`src/rtl/dlsc_pcie_pkg.sv`:
```
// Shared definitions for the Spartan-6 PCIe receive router.
//   - TYPE_*  : 5-bit TLP type codes, bits [28:24] of the first header dword.
//               Codes with a don't-care LSB (MEM, CFG, CPL) or don't-care
//               low three bits (MSG) list the lowest member of the group.
//   - state_t : router FSM encodings.
//   - classify: maps a TLP type to the path that TLP must take.
package dlsc_pcie_pkg;

    localparam logic [4:0] TYPE_MEM = 5'b00000;  // 0000x: MRd / MRdLk / MWr
    localparam logic [4:0] TYPE_IO  = 5'b00010;  // IORd / IOWr
    localparam logic [4:0] TYPE_CFG = 5'b00100;  // 0010x: Cfg0 / Cfg1
    localparam logic [4:0] TYPE_CPL = 5'b01010;  // 0101x: Cpl / CplD / CplLk / CplDLk
    localparam logic [4:0] TYPE_MSG = 5'b10000;  // 10xxx: Msg / MsgD

    typedef enum logic [1:0] {
        ST_IDLE = 2'd0,
        ST_REQ  = 2'd1,
        ST_CPL  = 2'd2,
        ST_DROP = 2'd3
    } state_t;

    // Destination of a TLP, expressed as the FSM state that carries it.
    function automatic state_t classify(input logic [4:0] tlp_type, input logic msg_to_req);
        state_t dest;
        dest = ST_DROP;
        if ((tlp_type[4:1] == TYPE_MEM[4:1]) || (tlp_type == TYPE_IO) ||
            (tlp_type[4:1] == TYPE_CFG[4:1])) begin
            dest = ST_REQ;
        end else if (tlp_type[4:1] == TYPE_CPL[4:1]) begin
            dest = ST_CPL;
        end else if (tlp_type[4:3] == TYPE_MSG[4:3]) begin
            dest = msg_to_req ? ST_REQ : ST_DROP;
        end
        return dest;
    endfunction

endpackage

```
`src/rtl/dlsc_pcie_rx_slot.sv`:
```
// Single-entry registered output slot with a valid/ready handshake.
// Ports:
//   clk, rst_n              clock, asynchronous active-low reset
//   in_valid_i              load the beat presented on in_* this cycle
//   in_data_i/last/err/bar  beat payload
//   can_accept_o            slot is empty or its beat leaves this cycle
//   out_ready_i             downstream takes the current beat
//   out_valid_o/data/last/err/bar  registered beat towards downstream
// The caller must only raise in_valid_i while can_accept_o is high.
module dlsc_pcie_rx_slot
    import dlsc_pcie_pkg::*;
(
    input  logic        clk,
    input  logic        rst_n,
    input  logic        in_valid_i,
    input  logic [31:0] in_data_i,
    input  logic        in_last_i,
    input  logic        in_err_i,
    input  logic [6:0]  in_bar_i,
    output logic        can_accept_o,
    input  logic        out_ready_i,
    output logic        out_valid_o,
    output logic [31:0] out_data_o,
    output logic        out_last_o,
    output logic        out_err_o,
    output logic [6:0]  out_bar_o
);

    logic        valid_q, valid_d;
    logic [31:0] data_q;
    logic        last_q;
    logic        err_q;
    logic [6:0]  bar_q;

    // Draining and refilling in the same cycle keeps full throughput.
    assign can_accept_o = ~valid_q | out_ready_i;

    always_comb begin
        valid_d = valid_q;
        if (valid_q && out_ready_i) begin
            valid_d = 1'b0;
        end
        if (in_valid_i) begin
            valid_d = 1'b1;
        end
    end

    always_ff @(posedge clk or negedge rst_n) begin
        if (!rst_n) begin
            valid_q <= 1'b0;
            data_q  <= '0;
            last_q  <= 1'b0;
            err_q   <= 1'b0;
            bar_q   <= '0;
        end else begin
            valid_q <= valid_d;
            if (in_valid_i) begin
                data_q <= in_data_i;
                last_q <= in_last_i;
                err_q  <= in_err_i;
                bar_q  <= in_bar_i;
            end
        end
    end

    assign out_valid_o = valid_q;
    assign out_data_o  = data_q;
    assign out_last_o  = last_q;
    assign out_err_o   = err_q;
    assign out_bar_o   = bar_q;

endmodule

```
`src/rtl/dlsc_pcie_s6_rx_router.sv`:
```
// Spartan-6 PCIe receive router. Classifies each TLP from the core's 32-bit
// trn_r* stream on its first dword and forwards it whole to the inbound
// request port (rx_*), the outbound completion port (cpl_*), or discards it.
// Ports:
//   clk, rst_n           clock, asynchronous active-low reset
//   trn_r*               core receive stream (active-low controls)
//   trn_rdst_rdy_n       beat accepted by the router (active low)
//   trn_rnp_ok_n         registered ~rx_np_ok back to the core
//   rx_*                 request port: valid/ready, data, last, err, bar
//   cpl_*                completion port: valid/ready, data, last, err
//   cnt_drop             saturating count of discarded TLPs
//   cnt_proto            saturating count of framing errors
module dlsc_pcie_s6_rx_router
    import dlsc_pcie_pkg::*;
#(
    parameter int CNT_BITS   = 16,
    parameter bit MSG_TO_REQ = 1'b0
) (
    input  logic                clk,
    input  logic                rst_n,
    input  logic                trn_rsof_n,
    input  logic                trn_reof_n,
    input  logic [31:0]         trn_rd,
    input  logic                trn_rerrfwd_n,
    input  logic                trn_rsrc_rdy_n,
    output logic                trn_rdst_rdy_n,
    input  logic [6:0]          trn_rbar_hit_n,
    output logic                trn_rnp_ok_n,
    input  logic                rx_np_ok,
    input  logic                rx_ready,
    output logic                rx_valid,
    output logic                rx_last,
    output logic                rx_err,
    output logic [31:0]         rx_data,
    output logic [6:0]          rx_bar,
    input  logic                cpl_ready,
    output logic                cpl_valid,
    output logic                cpl_last,
    output logic                cpl_err,
    output logic [31:0]         cpl_data,
    output logic [CNT_BITS-1:0] cnt_drop,
    output logic [CNT_BITS-1:0] cnt_proto
);

    state_t              state_q, state_d;
    logic [6:0]          bar_q, bar_d;
    logic                rst_done_q;
    logic                np_ok_n_q;
    logic [CNT_BITS-1:0] cnt_drop_q, cnt_drop_d;
    logic [CNT_BITS-1:0] cnt_proto_q, cnt_proto_d;

    logic        beat_vld, beat_sof, beat_eof, beat_err;
    state_t      sof_dest;
    logic        req_can, cpl_can, dest_can, path_can;
    logic        beat_ready, beat_fire;
    logic        req_load, cpl_load;
    logic [31:0] ld_data;
    logic        ld_last, ld_err;
    logic [6:0]  ld_bar;
    logic        drop_inc, proto_inc;
    logic [6:0]  cpl_bar_unused;

    assign beat_vld = ~trn_rsrc_rdy_n;
    assign beat_sof = ~trn_rsof_n;
    assign beat_eof = ~trn_reof_n;
    assign beat_err = ~trn_rerrfwd_n;

    assign sof_dest = classify(trn_rd[28:24], MSG_TO_REQ);

    // Whether the destination of a SOF beat can take it; DROP always can.
    always_comb begin
        dest_can = 1'b1;
        if (sof_dest == ST_REQ) begin
            dest_can = req_can;
        end else if (sof_dest == ST_CPL) begin
            dest_can = cpl_can;
        end
    end

    assign path_can = (state_q == ST_CPL) ? cpl_can : req_can;

    // Ready towards the core. A SOF inside an open REQ/CPL TLP is never
    // taken directly: the open TLP is closed first, then the SOF is
    // classified from IDLE on the following cycle. rst_done_q keeps the
    // core stalled during and right after reset.
    always_comb begin
        beat_ready = 1'b0;
        case (state_q)
            ST_IDLE, ST_DROP: beat_ready = beat_sof ? dest_can : 1'b1;
            ST_REQ, ST_CPL:   beat_ready = ~beat_sof & path_can;
            default:          beat_ready = 1'b0;
        endcase
        beat_ready = beat_ready & rst_done_q;
    end

    assign beat_fire      = beat_ready & beat_vld;
    assign trn_rdst_rdy_n = ~beat_ready;

    always_comb begin
        state_d   = state_q;
        bar_d     = bar_q;
        req_load  = 1'b0;
        cpl_load  = 1'b0;
        ld_data   = trn_rd;
        ld_last   = beat_eof;
        ld_err    = beat_err;
        ld_bar    = bar_q;
        drop_inc  = 1'b0;
        proto_inc = 1'b0;
        case (state_q)
            ST_IDLE, ST_DROP: begin
                if (beat_fire) begin
                    if (beat_sof) begin
                        bar_d     = ~trn_rbar_hit_n;
                        ld_bar    = ~trn_rbar_hit_n;
                        // SOF inside a dropped TLP is still a framing error.
                        proto_inc = (state_q == ST_DROP);
                        if (sof_dest == ST_REQ) begin
                            req_load = 1'b1;
                        end else if (sof_dest == ST_CPL) begin
                            cpl_load = 1'b1;
                        end else begin
                            drop_inc = 1'b1;
                        end
                        state_d = beat_eof ? ST_IDLE : sof_dest;
                    end else if (state_q == ST_IDLE) begin
                        // Beat outside any TLP: swallowed.
                        proto_inc = 1'b1;
                    end else if (beat_eof) begin
                        state_d = ST_IDLE;
                    end
                end
            end
            ST_REQ, ST_CPL: begin
                if (beat_vld && beat_sof) begin
                    // Close the open TLP with an empty errored last beat.
                    if (path_can) begin
                        ld_data   = '0;
                        ld_last   = 1'b1;
                        ld_err    = 1'b1;
                        req_load  = (state_q == ST_REQ);
                        cpl_load  = (state_q == ST_CPL);
                        proto_inc = 1'b1;
                        state_d   = ST_IDLE;
                    end
                end else if (beat_fire) begin
                    req_load = (state_q == ST_REQ);
                    cpl_load = (state_q == ST_CPL);
                    if (beat_eof) begin
                        state_d = ST_IDLE;
                    end
                end
            end
            default: state_d = ST_IDLE;
        endcase
    end

    always_comb begin
        cnt_drop_d  = cnt_drop_q;
        cnt_proto_d = cnt_proto_q;
        if (drop_inc && (cnt_drop_q != {CNT_BITS{1'b1}})) begin
            cnt_drop_d = cnt_drop_q + CNT_BITS'(1);
        end
        if (proto_inc && (cnt_proto_q != {CNT_BITS{1'b1}})) begin
            cnt_proto_d = cnt_proto_q + CNT_BITS'(1);
        end
    end

    always_ff @(posedge clk or negedge rst_n) begin
        if (!rst_n) begin
            state_q     <= ST_IDLE;
            bar_q       <= '0;
            rst_done_q  <= 1'b0;
            np_ok_n_q   <= 1'b1;
            cnt_drop_q  <= '0;
            cnt_proto_q <= '0;
        end else begin
            state_q     <= state_d;
            bar_q       <= bar_d;
            rst_done_q  <= 1'b1;
            np_ok_n_q   <= ~rx_np_ok;
            cnt_drop_q  <= cnt_drop_d;
            cnt_proto_q <= cnt_proto_d;
        end
    end

    assign trn_rnp_ok_n = np_ok_n_q;
    assign cnt_drop     = cnt_drop_q;
    assign cnt_proto    = cnt_proto_q;

    dlsc_pcie_rx_slot u_req_slot (
        .clk          (clk),
        .rst_n        (rst_n),
        .in_valid_i   (req_load),
        .in_data_i    (ld_data),
        .in_last_i    (ld_last),
        .in_err_i     (ld_err),
        .in_bar_i     (ld_bar),
        .can_accept_o (req_can),
        .out_ready_i  (rx_ready),
        .out_valid_o  (rx_valid),
        .out_data_o   (rx_data),
        .out_last_o   (rx_last),
        .out_err_o    (rx_err),
        .out_bar_o    (rx_bar)
    );

    // Completions carry no BAR; the slot's copy is left unused.
    dlsc_pcie_rx_slot u_cpl_slot (
        .clk          (clk),
        .rst_n        (rst_n),
        .in_valid_i   (cpl_load),
        .in_data_i    (ld_data),
        .in_last_i    (ld_last),
        .in_err_i     (ld_err),
        .in_bar_i     (ld_bar),
        .can_accept_o (cpl_can),
        .out_ready_i  (cpl_ready),
        .out_valid_o  (cpl_valid),
        .out_data_o   (cpl_data),
        .out_last_o   (cpl_last),
        .out_err_o    (cpl_err),
        .out_bar_o    (cpl_bar_unused)
    );

endmodule
```
`config.mk`:
```
export PLATFORM = sky130hd
export DESIGN_NAME = dlsc_pcie_s6_rx_router
export DESIGN_NICKNAME = d
export VERILOG_FILES = /design/src/rtl/dlsc_pcie_pkg.sv /design/src/rtl/dlsc_pcie_rx_slot.sv /design/src/rtl/dlsc_pcie_s6_rx_router.sv
export SDC_FILE = /design/constraint.sdc
export NUM_CORES = 1
export LEC_CHECK = 0
export CAP_MARGIN = 20
export CORE_UTILIZATION = 51
export DETAILED_ROUTE_END_ITERATION = 10
export GPL_TIMING_DRIVEN = 0
export PLACE_DENSITY = 0.92
export SLEW_MARGIN = 15
export SYNTH_ARGS = -nofsm -noshare
export SYNTH_HDL_FRONTEND = slang
export SYNTH_SLANG_ARGS = --single-unit
export TNS_END_PERCENT = 50
```
`constraint.sdc`:
```
create_clock -name clk -period 6.55 [get_ports clk]
set_input_delay 1.965 -clock clk [delete_from_list [all_inputs] [get_ports clk]]
set_output_delay 1.965 -clock clk [all_outputs]
set_load 0.1 [all_outputs]
```
==> impl_summary.log, run 1 <==
[metrics] FF-to-FF End: cnt_drop[15]
[metrics] Cells on Worst Hold Path: 2
[metrics] status: completed
[metrics] number of filler cells placed in the layout: 630
[metrics] number of placed instances with taps included: 813
[metrics] worst hold path class: reg2reg
[metrics] crit path DAT: 4.47 ns
[metrics] wire length per cell: 17.6 um
[metrics] deepest level of the CTS H-tree: 4
[metrics] Clock Skews: 0.0117 ns
[metrics] routed vias/inst: 5.65
[metrics] kind of capture point of the worst setup path: primary output
[metrics] IO Port Bufs: 157
[metrics] number of antenna violations at the first check in global routing: 0
[metrics] clock slew at reported path FFs: 0.06 ns
[metrics] worst hold path startpoint: u_req_slot.out_data_o[30]
[metrics] setup repair after global routing missed its margin: false
[metrics] total number of nets in the final design: 753
[metrics] hold-critical path endpoint: u_req_slot.out_data_o[30]
[metrics] crit-path max FO: 6
[metrics] smallest hold slack: 0.464 ns
[metrics] worst slew pin tran: 1.02 ns
[metrics] Post-CTS Setup Inserts: 0
[metrics] # DRC: 0
[metrics] register area share after synthesis: 57.1%
[metrics] top layer used by detailed routing: met4
[metrics] count of final setup violators: 0
[metrics] minimum period implied by the final worst setup slack: 6.43 ns
[metrics] count of max-cap constraint violations: 0
[metrics] number of DRC violations after detailed-routing iteration 0: 284
[metrics] Achievable Freq: 155 MHz
[metrics] vias in the first global route: 4875
[metrics] flop2flop setup slack: 3.62 ns
[metrics] number of sinks handled by clock tree synthesis: 120
[metrics] Met3 Routed Length: 1150 um
[metrics] pin count of the biggest net entering global routing: 79
[metrics] kind of critical path: in2out
[metrics] chip height: 104 um
[metrics] routed length on met2: 7420 um
[metrics] Synth cell types: 51
[metrics] Starting Density: 53.1%
[metrics] Antenna Diode Count: 0
[metrics] total of hold buffers inserted after clock tree synthesis: 0
[metrics] Area growth syn-to-layout: 44.5%
[metrics] warnings from Yosys: 0
[metrics] clk_lat worst skew: 0.51 ns
[metrics] data required time at the worst endpoint: 4.59 ns
[metrics] number of hold violations in the final report: 0
[metrics] category of the worst setup path launch point: input pin
[metrics] proportion of synthesized area in mux cells: 2.14%
[metrics] complex-gate fraction of the synthesized area: 8.34%
[metrics] post-synthesis xor/xnor area fraction: 4.66%
[metrics] clock tree from TritonCTS: done
[metrics] Resize count post-CTS: 1
[metrics] WL final: 14900 um
[metrics] die width: 104 um
[metrics] worst setup timing slack at the placement stage: -0.108 ns
[metrics] Inserted Clock Buffers: 17
[metrics] Final Max Tran Viols: 0
[metrics] Longest Clk Path Bufs: 2
[metrics] wire length of the first global-routing pass: 24800 um
[metrics] Detail Placement HPWL: 10500 um
[metrics] Global Route Usage Sum: 29.5%
[metrics] Placement Cell Area: 0.00703 mm^2
[metrics] worst r2r path cells: 8
[metrics] Non-Filler Cell Area, Final: 0.00761 mm^2
[metrics] primary flip-flop cell chosen by synthesis mapping: dfrtp_1
[metrics] mean cell area of the mapped netlist: 10.1 um^2
[metrics] via count of the routed design: 4772
[metrics] GP Congestion: 0.838
[metrics] DRT Pass-1 Iters: 5
[metrics] GRT Residual Overflow: 0
[metrics] Synth Instances: 522
[metrics] worst setup margin: 0.118 ns
[metrics] number of standard cells in the layout, taps in and fillers out: 845
[metrics] Ports: 159
[metrics] asr flop ratio synth: 100%
[metrics] Post-Synth Adder-Cell Area: 1.43%
[metrics] number of enable-type register cells in the synthesized netlist: 0
[metrics] critical register-to-register path startpoint: state_q[0]
[metrics] clock root buffer master: clkbuf_8
[metrics] combined area of all synthesized cells: 0.00526 mm^2
[metrics] Mapped Nets: 576
[metrics] number of antenna-violating nets in the routed design: 0
[metrics] cell row count: 36
[metrics] ratio of cells with drive above 1 in the final layout: 8.71%
[metrics] routed metal-1 wire length: 5790 um
[metrics] share of the clock period used by the worst path: 98.2%
[metrics] standard cell core area: 0.00991 mm^2
[metrics] synthesized flop and latch total: 120
[metrics] main combinational cell family by area after synthesis: simple AND/OR/NAND/NOR gates
[metrics] Total Die Area: 0.0107 mm^2
[metrics] simple logic cell fraction of the synthesized area: 20.7%
[metrics] max_slew headroom: 31.5%
[cell usage after synthesis, drive strengths merged (4+ instances only)]
cell type  instances  area share, %
inv               40            2.9
a31oi              5           0.59
ha                 6            1.4
o21ai             39            3.7
xnor2             26            4.3
nand2b             4           0.48
nand2             84            6.0
buf               15            1.6
mux2              10            2.1
and4               4           0.67
and3              11            1.3
nand4             13            1.5
clkbuf            15            1.1
nor2              11           0.78
nand3             79            7.5
dfrtp            119             57
[logic make-up after synthesis]
group,Yosys count
AO/OA/AOI/OAI,66
XOR/XNOR,28
adder cells (fa/ha/maj),6
buffers and inverters,70
flip-flops,120
multiplexers,10
other,1
AND/OR/NAND/NOR,221
[state kept, by name, summed over array words and instances, names as in the netlist, 2 cells and up]
register,flops
cnt_drop,16
bar_q,7
cnt_proto,16
u_req_slot.out_bar_o,7
state_q,2
u_cpl_slot.out_data_o,32
u_req_slot.out_data_o,32
[worst max-delay path: stages]
cell             delay (ns)
clkdlybuf4s50_1        0.54
or4b_4                 0.59
o22a_1                 0.24
a22o_1                 0.19
nand2_1                0.07
dlygate4sd2_1          0.87
[final cells by class]
class / instances / area [um^2] / share of cell area (%)
flip-flops and latches: 120 / 3000 / 39.5
multi-input cells: 332 / 1970 / 25.9
repair buffers: 158 / 1600 / 21.0
clock buffers: 20 / 425 / 5.59
well taps: 133 / 166 / 2.19
clock inverters: 12 / 151 / 1.99
inverters: 40 / 150 / 1.97
plain buffers: 30 / 143 / 1.88
[how the worst max path moves through the flow]
stage | cells after the start | slack (ns) | startpoint | end
2_1_floorplan | 4 | 1.05 | rx_ready | trn_rdst_rdy_n
3_3_place_gp | 1 | -0.88 | rst_n | cnt_proto[6]
3_5_place_dp | 6 | -0.11 | trn_rd[27] | trn_rdst_rdy_n
4_1_cts | 6 | 0.14 | trn_rd[27] | trn_rdst_rdy_n
5_1_grt | 6 | 0.08 | trn_rd[27] | trn_rdst_rdy_n
6_report | 6 | 0.12 | trn_rd[27] | trn_rdst_rdy_n
[per-layer routing]
layer  GRT usage [%]  vias up
met2            48.8      291
met5               0        -
met3            6.10       54
li1                -     2135
met1            36.3     2292
met4            15.7        0
[stage by stage]
step | util (%) | TNS, ns
floorplan | - | 0
global route | 76.8 | 0
detailed placement | 70.9 | -0.108
finish | 76.8 | 0
CTS | 76.8 | 0
global placement | 70.7 | -104.04
[cells in the final DEF (no fill, tap or decap), types with 4 or more instances in the layout]
master / instances
a31oi_1: 5
and3_1: 11
and4_1: 4
buf_2: 9
clkbuf_1: 18
clkbuf_16: 16
clkdlybuf4s50_1: 155
clkinv_2: 4
dfrtp_1: 119
ha_1: 6
inv_1: 40
mux2_2: 10
nand2_1: 84
nand2b_1: 4
nand3_1: 79
nand4_1: 13
nor2_1: 11
o21ai_0: 38
xnor2_1: 26
Power of run 1 is not shown: default switching activity piles up to over one toggle a cycle in this logic, so the estimate is an artifact.
==> run 2, diff against run 1 <==
- CORE_MARGIN: default -> 2
- SETUP_SLACK_MARGIN: default -> 0.15
==> impl_summary.log, run 2 (synthesis gave the netlist of run 1 again) <==
[metrics] status: completed
[metrics] worst setup timing slack at the placement stage: -0.126 ns (-0.0175 ns)
[metrics] standard cell core area: 0.0102 mm^2 (+2.8%)
[metrics] worst slew pin tran: 1.04 ns (+0.0164 ns)
[metrics] GRT Residual Overflow: 0 (unchanged)
[metrics] critical path, cell by cell: clkdlybuf4s50_1 -> or4b_4 -> o22a_1 -> a22o_1 -> nand2_1 -> clkbuf_2
[metrics] category of the worst setup path launch point: input pin
[metrics] routed metal-1 wire length: 5830 um (+0.55%)
[metrics] IO Port Bufs: 157 (unchanged)
[metrics] Ports: 159 (unchanged)
[metrics] number of sinks handled by clock tree synthesis: 120 (unchanged)
[metrics] setup repair after global routing missed its margin: false
[metrics] total of hold buffers inserted after clock tree synthesis: 0 (unchanged)
[metrics] vias in the first global route: 4843 (-0.66%)
[metrics] share of the clock period used by the worst path: 92.4% (-5.8 points)
[metrics] number of antenna-violating nets in the routed design: 0 (unchanged)
[metrics] Met3 Routed Length: 1110 um (-3.9%)
[metrics] GP Congestion: 0.857 (+2.3%)
[metrics] Antenna Diode Count: 0 (unchanged)
[metrics] routed vias/inst: 5.55 (-1.8%)
[metrics] Max stage delay on crit path: 0.60 ns (-0.27 ns)
[metrics] cell row count: 37 (+2.8%)
[metrics] minimum period implied by the final worst setup slack: 6.05 ns (-0.382 ns)
[metrics] DRT Pass-1 Iters: 5 (unchanged)
[metrics] Non-Filler Cell Area, Final: 0.00761 mm^2 (+0.12%)
[metrics] Placement Cell Area: 0.00703 mm^2 (about the same)
[metrics] clock slew at reported path FFs: 0.05 ns (about the same)
[metrics] max_slew headroom: 30.4% (-1.1 points)
[metrics] clk_lat worst skew: 0.51 ns (about the same)
[metrics] kind of capture point of the worst setup path: primary output
[metrics] deepest level of the CTS H-tree: 4 (unchanged)
[metrics] combined flip-flop and latch cell area: 0.00300 mm^2 (unchanged)
[metrics] clock root buffer master: clkbuf_8
[metrics] crit path DAT: 4.09 ns (-0.38 ns)
[metrics] total number of nets in the final design: 753 (unchanged)
[metrics] routed length on met2: 7630 um (+2.8%)
[metrics] count of max-cap constraint violations: 0 (unchanged)
[metrics] number of DRC violations after detailed-routing iteration 0: 308 (+8.5%)
[metrics] ratio of cells with drive above 1 in the final layout: 8.99% (+0.28 points)
[metrics] die width: 106 um (+1.9%)
[metrics] smallest hold slack: 0.465 ns (+0.000579 ns)
[metrics] top layer used by detailed routing: met4
[metrics] Global Route Usage Sum: 27.6% (-1.9 points)
[metrics] Resize count post-CTS: 2 (+1)
[metrics] data required time at the worst endpoint: 4.59 ns (about the same)
[metrics] Post-CTS Setup Inserts: 0 (unchanged)
[metrics] Worst path slowest cell: or4b_4
[metrics] wire length of the first global-routing pass: 24100 um (-3.0%)
[metrics] Longest Clk Path Bufs: 2 (unchanged)
[metrics] Final Max Tran Viols: 0 (unchanged)
[metrics] pin count of the biggest net entering global routing: 67 (-15%)
[metrics] Detail Placement HPWL: 10400 um (-1.3%)
[metrics] WL final: 14900 um (-0.19%)
[metrics] Area growth syn-to-layout: 44.7%
[metrics] leading cell types in the layout, fill and taps excluded: clkdlybuf4s50_1, dfrtp_1, nand2_1, nand3_1, inv_1
[metrics] Total Die Area: 0.0112 mm^2 (+3.9%)
[metrics] chip height: 106 um (+1.9%)
[metrics] crit-path max FO: 6 (unchanged)
[metrics] number of hold violations in the final report: 0 (unchanged)
[metrics] clock tree from TritonCTS: done
[metrics] worst setup margin: 0.500 ns (+0.382 ns)
[metrics] Final Util: 74.8% (-2.0 points)
[metrics] Inserted Clock Buffers: 17 (unchanged)
[metrics] Starting Density: 51.7% (-1.4 points)
[metrics] multi-input logic area: 0.00197 mm^2 (unchanged)
[metrics] number of filler cells placed in the layout: 691 (+9.7%)
[metrics] most common cell after layout, fill and taps aside: clkdlybuf4s50_1
[metrics] # DRC: 0 (unchanged)
[metrics] Achievable Freq: 165 MHz (+6.3%)
[metrics] Clock Skews: 0.00836 ns (-0.00333 ns)
[metrics] kind of critical path: in2out
[metrics] via count of the routed design: 4703 (-1.4%)
[metrics] number of antenna violations at the first check in global routing: 0 (unchanged)
[metrics] wire length per cell: 17.5 um (-0.54%)
[metrics] count of final setup violators: 0 (unchanged)
[metrics] worst hold path class: reg2reg
==> run 2: cell types whose count changed in the layout (fill, tap and decap cells not counted) <==
cell and delta:
clkbuf_1 -1, clkbuf_2 +1, clkbuf_8 +1, clkinv_4 -1, clkinvlp_4 +1, dlygate4sd2_1 -1
==> run 2: final timing paths <==
kind | start | endpoint | slack [ns] | cells past startpoint
worst min register to register | u_req_slot.out_data_o[31] | u_req_slot.out_data_o[31] | 0.46 | 2
min in group asynchronous | rst_n | u_req_slot.out_data_o[16] | 1.41 | 1
max in group asynchronous | rst_n | trn_rnp_ok_n | 4.40 | 2
worst min-delay path | u_req_slot.out_data_o[31] | u_req_slot.out_data_o[31] | 0.46 | 2
worst max-delay path | trn_rd[27] | trn_rdst_rdy_n | 0.50 | 6
worst max register to register | state_q[0] | cnt_drop[15] | 3.67 | 8
==> run 2: layout make-up <==
class / count / area share (%)
Buffer: 30 / 1.87
Clock inverter: 12 / 1.97
Tap cell: 136 / 2.23
Timing Repair Buffer: 158 / 20.9
Sequential cell: 120 / 39.5
Clock buffer: 20 / 5.72
Multi-Input combinational cell: 332 / 25.8
Inverter: 40 / 1.97
==> run 2: layer usage <==
layer / up-vias / GRT usage [%]
li1: 2123 / -
met1: 2296 / 34.1
met2: 253 / 46.5
met3: 31 / 7.30
met4: 0 / 10.4
met5: - / 0
==> run 2: worst max-delay path, delay by kind of cell <==
kind	cells	cell delay (ns)
AOI/OAI and AO/OA	2	0.43
buffers and inverters	2	1.03
and+or+nand+nor	2	0.66
==> run 2: stage by stage <==
step	instances	setup TNS (ns)
floorplan	522	0
global placement	815	-103.21
detailed placement	816	-0.126
CTS	848	0
global route	848	0
finish	848	0
Power of run 2 is left out for the same reason.
==> run 3, diff against run 2 <==
- CTS_CLUSTER_SIZE: default -> 25
- SKIP_LAST_GASP: default -> 1
==> results of run 3 <==
No change in the layout: final DEF, timing and power equal those of run 2.
Power of run 3 is left out for the same reason.
